<file path="src/rtl/cmp_pkg.sv">
// Shared definitions for the arbitrated comparator block.
//   CMP_WIDTH : operand width of the shared comparator
//   state_t   : arbiter FSM states (IDLE, RESULT)
//   req_id_t  : requester index (0 or 1)
package cmp_pkg;

  localparam int unsigned CMP_WIDTH = 16;

  typedef enum logic {
    IDLE   = 1'b0,
    RESULT = 1'b1
  } state_t;

  typedef logic req_id_t;

endpackage

</file>
<file path="src/rtl/cmp_arbiter_cmp.sv">
// Unsigned magnitude comparator, purely combinational.
// Ports:
//   a, b : operands (unsigned, WIDTH bits)
//   gt   : a > b
//   lt   : a < b
//   eq   : a == b
module cmp_arbiter_cmp
  import cmp_pkg::*;
#(
  parameter int unsigned WIDTH = CMP_WIDTH
) (
  input  logic [WIDTH-1:0] a,
  input  logic [WIDTH-1:0] b,
  output logic             gt,
  output logic             lt,
  output logic             eq
);

  always_comb begin
    gt = (a > b);
    lt = (a < b);
    eq = (a == b);
  end

endmodule

</file>
<file path="src/rtl/cmp_arbiter.sv">
// Two-requester round-robin arbiter in front of one shared unsigned
// comparator. An accepted operand pair is registered and its compare
// result is presented one cycle later, held until the consumer takes it.
// Ports:
//   clk, rst            : clock, synchronous active-high reset
//   reqN_valid/a/b      : requester N operand pair pending (N = 0, 1)
//   reqN_ready          : requester N pair accepted this cycle
//   res_valid           : result present on res_* outputs
//   res_id              : requester that owns the result
//   res_gt/lt/eq        : a>b, a<b, a==b of the accepted pair
//   res_ready           : consumer takes the result this cycle
module cmp_arbiter
  import cmp_pkg::*;
#(
  parameter int unsigned FIRST_GRANT = 0
) (
  input  logic                 clk,
  input  logic                 rst,
  input  logic                 req0_valid,
  input  logic [CMP_WIDTH-1:0] req0_a,
  input  logic [CMP_WIDTH-1:0] req0_b,
  output logic                 req0_ready,
  input  logic                 req1_valid,
  input  logic [CMP_WIDTH-1:0] req1_a,
  input  logic [CMP_WIDTH-1:0] req1_b,
  output logic                 req1_ready,
  output logic                 res_valid,
  output logic                 res_id,
  output logic                 res_gt,
  output logic                 res_lt,
  output logic                 res_eq,
  input  logic                 res_ready
);

  state_t               state, state_next;
  req_id_t              last_grant, grant, id_q;
  logic [CMP_WIDTH-1:0] a_q, b_q;
  logic                 can_accept, accept;

  // Sole requester wins; under contention the one not served last wins.
  always_comb begin
    grant = 1'b0;
    if (req0_valid && req1_valid) grant = ~last_grant;
    else if (req1_valid)          grant = 1'b1;
  end

  always_ff @(posedge clk) begin
    if (rst) state <= IDLE;
    else     state <= state_next;
  end

  always_comb begin
    state_next = state;
    can_accept = 1'b0;
    accept     = 1'b0;
    req0_ready = 1'b0;
    req1_ready = 1'b0;
    // rst gates acceptance so no handshake completes in a reset cycle.
    can_accept = !rst && ((state == IDLE) || (state == RESULT && res_ready));
    accept     = can_accept && (req0_valid || req1_valid);
    req0_ready = can_accept && req0_valid && (grant == 1'b0);
    req1_ready = can_accept && req1_valid && (grant == 1'b1);
    unique case (state)
      IDLE:   if (accept) state_next = RESULT;
      RESULT: begin
        if (accept)         state_next = RESULT;
        else if (res_ready) state_next = IDLE;
      end
      default: state_next = IDLE;
    endcase
  end

  always_ff @(posedge clk) begin
    if (rst) begin
      a_q        <= '0;
      b_q        <= '0;
      id_q       <= 1'b0;
      last_grant <= (FIRST_GRANT == 0) ? 1'b1 : 1'b0;
    end else if (accept) begin
      a_q        <= grant ? req1_a : req0_a;
      b_q        <= grant ? req1_b : req0_b;
      id_q       <= grant;
      last_grant <= grant;
    end
  end

  cmp_arbiter_cmp #(.WIDTH(CMP_WIDTH)) u_cmp (
    .a  (a_q),
    .b  (b_q),
    .gt (res_gt),
    .lt (res_lt),
    .eq (res_eq)
  );

  assign res_valid = (state == RESULT);
  assign res_id    = id_q;

endmodule

</file>
<file path="config.mk">
export PLATFORM = sky130hd
export DESIGN_NAME = cmp_arbiter
export DESIGN_NICKNAME = d
export VERILOG_FILES = /design/src/rtl/cmp_pkg.sv /design/src/rtl/cmp_arbiter_cmp.sv /design/src/rtl/cmp_arbiter.sv
export SDC_FILE = /design/constraint.sdc
export NUM_CORES = 1
export LEC_CHECK = 0
export CORE_MARGIN = 5
export CORE_UTILIZATION = 45
export CTS_CLUSTER_DIAMETER = 60
export CTS_CLUSTER_SIZE = 8
export DETAILED_ROUTE_END_ITERATION = 6
export GPL_TIMING_DRIVEN = 0
export PLACE_DENSITY = 0.92
export SKIP_LAST_GASP = 1
export SYNTH_ARGS = -nofsm -noshare
export SYNTH_HDL_FRONTEND = slang
export SYNTH_SLANG_ARGS = --single-unit
</file>
<file path="constraint.sdc">
create_clock -name clk -period 2.6 [get_ports clk]
set_clock_uncertainty 0.05 [all_clocks]
set_input_delay 0.78 -clock clk [delete_from_list [all_inputs] [get_ports clk]]
set_output_delay 0.78 -clock clk [all_outputs]
set_load 0.05 [all_outputs]
</file>
==> results summary, run 1 <==
The run finished, with violations left. The checks that failed: setup timing. Of the cells placed in the final design, the portion with a size suffix greater than 1 is approximately 28%. The total number of nets in the final design came out at 390. After floorplanning, the core was sized to cover 4690 um^2. Detailed placement finished with a half-perimeter wire length of 4180 um. For this design the static power due to leakage is 1.23 nW. The actual transition at the worst max-transition pin came out at 0.719 ns. The global-route wire length before repair is 8570 um. The areal power density over the cells is 488 nW/um^2.

The initialized floorplan defines 25 standard-cell rows. The weighted congestion reported at the end of routability-driven placement came out at roughly 0.83. The floorplan die width came out at 79.1 um. The detailed-route wire length came out at 5570 um.

The critical path is of the flop to output pin type. Setup slack on the critical path of the routed design comes to -0.194 ns. The post-synthesis register bit count is 35. The timing-limited maximum frequency came out at 358 MHz. The data arrival time of the critical path came out at around 2 ns.

TritonCTS built the clock tree. The synthesized netlist cell count is 218. The post-synthesis area per instance came out at approximately 10 um^2. The number of setup violations in the final report is 3. After detailed routing, the number of remaining DRC violations is 0. The area of the mapped netlist is 2150 um^2. The maximum vdd ir drop came out at 0.000305 V. The endpoint kind of the worst setup timing path is an output pin. The multi-input combinational cells in the finished layout cover a total of 1380 um^2. The critical path startpoint category is a flop.

The share of Yosys cell area claimed by the top area cell type is 32.6%. The height of the chip is about 79 um. Global routing used 17.6% of the available tracks. The clock period minus worst slack is 2.79 ns. The number of pins exceeding their max-slew limit in the final report came out at 0. Dividing the detail-routed via count by the number of cells gives 5.34. The ratio of final minimum period to clock period came out at 107%. The synthesized netlist net count is 303. The via count came out at between 1500 and 2000. The pin count of the biggest net entering global routing is 11. During synthesis, Yosys emitted a total of 0 warnings. The max-cap check violation count came out at 0. The filler cell count in the final layout came out at 334. The maximum number of buffers from clock root to sink is 2.

The initial antenna violation count is 0. The hold violation total from the final report was 0. After clock tree synthesis, the clock-pin slew on the worst setup and hold paths is 0.07 ns. After detailed routing, the average wire length per cell comes to between 15 and 20 um.

The worst setup timing slack at the placement stage came out at -0.848 ns. Of all cell types, the one taking the most synthesized area is dfxtp_1. The unique cell type count in the Yosys netlist is 32. In this run the remaining antenna-violating nets after routing total 0.

The count of H-tree levels built during CTS came out at 2. The clock root buffer is clkbuf_8. For this block, the initial DRC count from the detailed router was 84. The number of antenna diodes in the final layout is 0.

At the worst endpoint, the required time is 1.77 ns. The layout-stage area growth over the synthesis result is 50.0%. The detailed-routing iteration count for the pre-antenna-repair pass is 4. The worst-case hold slack is 0.459 ns. The max-slew headroom at the worst pin is 52.1%.

Setup repair after global routing could not meet its margin everywhere. The die outline area is approximately 6300 um^2. The path type of the worst min-delay path is flop to flop. The via count of the first global-routing pass came out at between 1500 and 2000.

The number of port buffers is 74. The effective utilization at floorplan came out at between 40% and 50%. The number of buffers created by CTS came out at 5. Yosys attributes the largest share of cell area to dfxtp_1 33%, mux2i_1 15%, a211oi_2 15%, ha_1 9.3%, nor2_1 6.6%. The clock sink count came out at 35. The total overflow reported by the global router is 0. Leaving out fill and tap cells, the most frequent cell in the layout is clkdlybuf4s50_1.

In this run the worst path has a maximum fanout of 4. In the layout the commonest cells are 66 x clkdlybuf4s50_1, 35 x nor2_1, 32 x mux2i_1. The register cell area after layout came out at 712 um^2. In this run the count of I/O pins placed on the die edge is 76. The insertion delay of the later-clocked pin in the worst-skew pair came out at 0.29 ns. The share of the yosys chip area belonging to registers is 32.6%.
routing by layer:
layer	GRT usage [%]	wire length [um]	vias up
met5	0	0	-
met4	5.84	93	0
met3	6.69	446	10
met2	31.1	2860	71
met1	19.2	2170	886
li1	-	-	946
flip-flops by register name (all words and copies together), names as in the netlist:
signal,flops
a_q,16
b_q,16
last_grant,1
res_id,1
res_valid,1
kinds of logic after synthesis:
family                   count (synthesis)  share of synthesized area [%]
buffers and inverters                   32                           9.56
adder cells (fa/ha/maj)                 16                           9.32
flip-flops                              35                           32.6
AND/OR/NAND/NOR                         57                           12.3
AO/OA/AOI/OAI                           46                           21.3
multiplexers                            32                           14.9
cell type report:
| cell class | instances | area share (%) |
|---|---|---|
| multi-input cells | 151 | 42.7 |
| repair buffers | 80 | 24.5 |
| flip-flops and latches | 35 | 22.1 |
| plain buffers | 15 | 4.39 |
| clock buffers | 6 | 2.25 |
| well taps | 54 | 2.10 |
| inverters | 17 | 1.98 |
where the power goes:
| part | leakage, nW | internal [W] | total, W | switching [W] |
|---|---|---|---|---|
| registers | 0.293 | 0.000585 | 0.000616 | 0.0000316 |
| clock network | 0.0371 | 0.000178 | 0.000366 | 0.000187 |
| logic | 0.905 | 0.000303 | 0.000591 | 0.000288 |
cells in the mapped netlist, drive strengths merged:
master	number
a2111o	1
a211oi	33
a21boi	1
a21oi	6
a22oi	1
a31oi	1
and2	1
and3	1
buf	12
clkbuf	3
dfxtp	35
ha	16
inv	17
mux2i	32
nand2	4
nand4	4
nor2	38
nor2b	3
nor3	2
nor3b	1
nor4	1
o211ai	1
o21ai	2
or2	1
or3	1
stage by stage:
stage / TNS [ns] / util, % / instance area (um^2) / cells / power (W)
6_report: -0.458 / 68.6 / 3220 / 358 / 0.00157
5_1_grt: -0.638 / 68.6 / 3220 / 358 / 0.00165
4_1_cts: -0.329 / 68.0 / 3190 / 357 / 0.00155
3_5_place_dp: -3.32 / 63.5 / 2980 / 346 / 0.00115
3_3_place_gp: -3.14 / 63.5 / 2980 / 346 / 0.00113
2_1_floorplan: -0.0789 / - / 2170 / 218 / 0.000950
critical path, stage by stage, from the launching register on:
cell	delay (ns)
dfxtp_2	0.34
inv_2	0.04
ha_4	0.27
nand4_1	0.21
buf_4	0.21
nor2_2	0.12
a22oi_2	0.10
a31oi_2	0.18
buf_6	0.19
what timing repair did:
item / 4_1_cts / 5_1_grt
hold buffers: 0 / 0
gates resized for setup: 58 / 7
setup buffers: 5 / 2
setup endpoints to repair: 5 / 3
pin swaps: 8 / 7
hold endpoints to repair: 0 / 0
final timing paths:
check / slack (ns) / to / start / cells after the start
worst min register to register: 0.46 / b_q[14] / b_q[14] / 2
worst max register to register: 1.08 / a_q[11] / last_grant / 6
worst min-delay path: 0.46 / b_q[14] / b_q[14] / 2
worst max-delay path: -0.19 / res_gt / b_q[15] / 8
Note: power is estimated with default switching activity, not from simulation.
==> inputs of run 2 (changes only) <==
- CORE_UTILIZATION: 45 -> 61
- CTS_CLUSTER_SIZE: 8 -> 10
- DONT_BUFFER_PORTS: default -> 1
- PLACE_DENSITY: 0.92 -> 0.77
==> run 2 against run 1 <==
The run still ends with setup timing left. First-iteration DRC count shrank 21%. Die area fell by 23%. Non-clock buffer count down 76. Routed wire length fell by 11%. Via count shrank 12%. Global-route usage up 3.1 points. Count of clock-buffer cells in the layout did not move. Flip-flop and latch count did not move. Largest power group unchanged.
==> results summary, run 2 (synthesis results as in run 1) <==
The run finished, with violations left. The checks that failed: setup timing. Clock tree synthesis found a total of 35 sinks. The cell count of the worst hold path is 2. The hold violation total from the final report is 0. The detailed-routing iteration count for the pre-antenna-repair pass came out at 4. The die is 69.3 um tall. Headroom to the max-slew limit came out at 39.6%. The final cell count without fillers came out at 275. STA classifies the critical path endpoint as an output pin. The logic depth of the worst register-to-register path came out at 4.

The net switching fraction of the power came out at 34.7%. In the layout the commonest cells are 37 x nor2_1, 32 x mux2i_1, 26 x a211oi_2. The library cell used most frequently in the layout, excluding fill and tap cells, is nor2_1. The number of setup violations in the final report is 3. In this run the count of I/O pins placed on the die edge is between 70 and 80. The worst register-to-register path has a setup slack of 0.80 ns. The register clock-pin slew on the reported worst setup and hold paths is 0.10 ns.

The share of post-route cells with drive strength above 1 is around two fifths. The final critical path takes up 119% of the cycle. The area occupied by multi-input gates is 1410 um^2. The insertion delay of the later-clocked pin in the worst-skew pair came out at 0.34 ns. The worst setup timing slack at the placement stage came out at -0.236 ns.

The share of total power in combinational logic is between 30% and 40%. The detailed-route wire length is 4980 um. The maximum number of buffers from clock root to sink came out at 2.

The detailed router placed approximately 1700 vias in this run. The critical path is of the flop to output pin type. After detailed routing, the number of remaining DRC violations is 0. The capturing point of the worst reg2reg path is last_grant.

Summed over all nets, the half-perimeter wirelength after detailed placement is 3710 um. Across the whole layout, storage elements account for between 700 and 800 um^2. Setup repair after global routing could not meet its margin everywhere. The areal power density over the cells came out at about 560 nW/um^2.

The net switching power of the design came out at between 0.0004 and 0.0005 W. The total overflow reported by the global router came out at 0. The data arrival time of the critical path came out at 2.26 ns.

The accumulated negative setup slack is -1.06 ns. The clock root buffer is clkbuf_4. For this design the static power due to leakage is 0.913 nW. The clock period minus worst slack came out at 3.09 ns. The detailed-route wire length per cell came out at 18.1 um. The actual transition at the worst max-transition pin is 0.900 ns. The first global-routing pass estimated 8130 um of wire. The global routing usage summed across all routing layers is 20.6%. Counting the fill cells in the layout gives 250. The source of the worst hold timing path is b_q[8]. The count of H-tree levels built during CTS came out at 2. The tightest min-delay check is of the flop to flop type.

The number of buffers created by CTS came out at 5. The via count of the first global-routing pass came out at 1783. The internal power contribution is 0.000903 W. The layout-stage area growth over the synthesis result came out at 15.5%.

In the routed layout, each cell is associated on average with a via count of 6.12. The detailed router's first-iteration violation count came out at 66. The area of the placeable core came out at around 3400 um^2. Per report_power, the sequential group accounts for 45.4% of the total. In this run the horizontal extent of the chip is 69.3 um.

The maximum vdd ir drop came out at 0.000392 V. The end point of the worst hold path is b_q[8]. The setup slack of the critical path after layout is -0.494 ns. STA classifies the critical path startpoint as a flop. The timing-limited maximum frequency is 323 MHz. The max-cap check violation count came out at 0. The startpoint identified for the worst register-to-register timing path is res_valid. The data required time at the worst endpoint is 1.77 ns. The number of pins exceeding their max-slew limit in the final report came out at 0. Entering global routing, the biggest net connects 11 pins.

The maximum net fanout on the critical path is 3. The post-placement cell count is 264. After clock tree synthesis, the flow added hold-fix buffers numbering 0. In this run the remaining antenna-violating nets after routing total 0. At the end of the flow, the number of nets in the layout was 314.

Row generation in the floorplan step produced 21 rows. The number of diodes is 0. TritonCTS built the clock tree. The effective utilization at floorplan came out at 63.8%. The initial antenna violation count is 0. The number of port buffers came out at 0. The largest registers in the layout are a_q (16), b_q (16). Routability-driven placement finished with a final weighted congestion of roughly 0.86. The share of total power in the clock network is 21.9%. The die outline area came out at 4810 um^2.
run 2: cell types whose count changed in the layout (fill, tap and decap cells not counted), moves of 3 or more:
cell             delta
buf_6               -5
clkdlybuf4s50_1    -66
clkbuf_8            -4
inv_2               +4
inv_1               -4
dlygate4sd2_1       -3
dfxtp_1             -4
dfxtp_2             +4
ha_1                -3
clkbuf_4            +5
ha_4                +3
run 2: how the worst max path moves through the flow:
stage                  from      to
detailed placement  b_q[15]  res_gt
CTS                 b_q[10]  res_gt
finish              b_q[11]  res_gt
global placement    b_q[15]  res_gt
global route        b_q[11]  res_gt
floorplan           b_q[15]  res_gt
run 2: per-layer routing:
metal / global-route usage [%] / vias to the layer above / share of wire, %
li1: - / 795 / -
met1: 21.9 / 805 / 37
met2: 35.7 / 71 / 53
met3: 7.39 / 11 / 8.3
met4: 10.6 / 0 / 1.8
met5: 0 / - / 0
run 2: timing repair:
| action | 4_1_cts | 5_1_grt |
|---|---|---|
| gates resized for setup | 28 | 9 |
| pin swaps | 9 | 5 |
| setup buffers | 3 | 1 |
| setup endpoints to repair | 3 | 5 |
run 2: cell type report:
class                      instances  area share (%)
multi-input combinational        151            57.0
sequential                        35            28.9
buffer                            15            5.70
inverter                          17            2.57
tap                               46            2.32
clock buffer                       6            2.07
timing repair buffer               4            1.21
clock inverter                     1           0.202
run 2: critical path, stage by stage, from the launching register on:
cell	delay (ns)
dfxtp_2	0.35
inv_2	0.04
ha_4	0.27
nand4_1	0.23
nor4_4	0.82
a31oi_4	0.20
run 2: through the flow:
step           instance area, um^2  power, W  hold WS (ns)  util, %
2_1_floorplan                 2170  0.000950         0.428        -
3_5_place_dp                  2230   0.00102         0.454     66.3
3_3_place_gp                  2230  0.000999         0.445     66.3
4_1_cts                       2440   0.00137         0.473     72.6
5_1_grt                       2480   0.00146         0.491     73.7
6_report                      2480   0.00138         0.472     73.7
run 2: power by group through the flow:
stage | Clock [W] | Combinational (W) | Sequential, W
after floorplan | 0 | 0.000330 | 0.000620
after global placement | 0 | 0.000372 | 0.000627
after detailed placement | 0 | 0.000391 | 0.000629
after CTS | 0.000308 | 0.000437 | 0.000625
after global routing | 0.000336 | 0.000488 | 0.000634
final | 0.000303 | 0.000451 | 0.000628
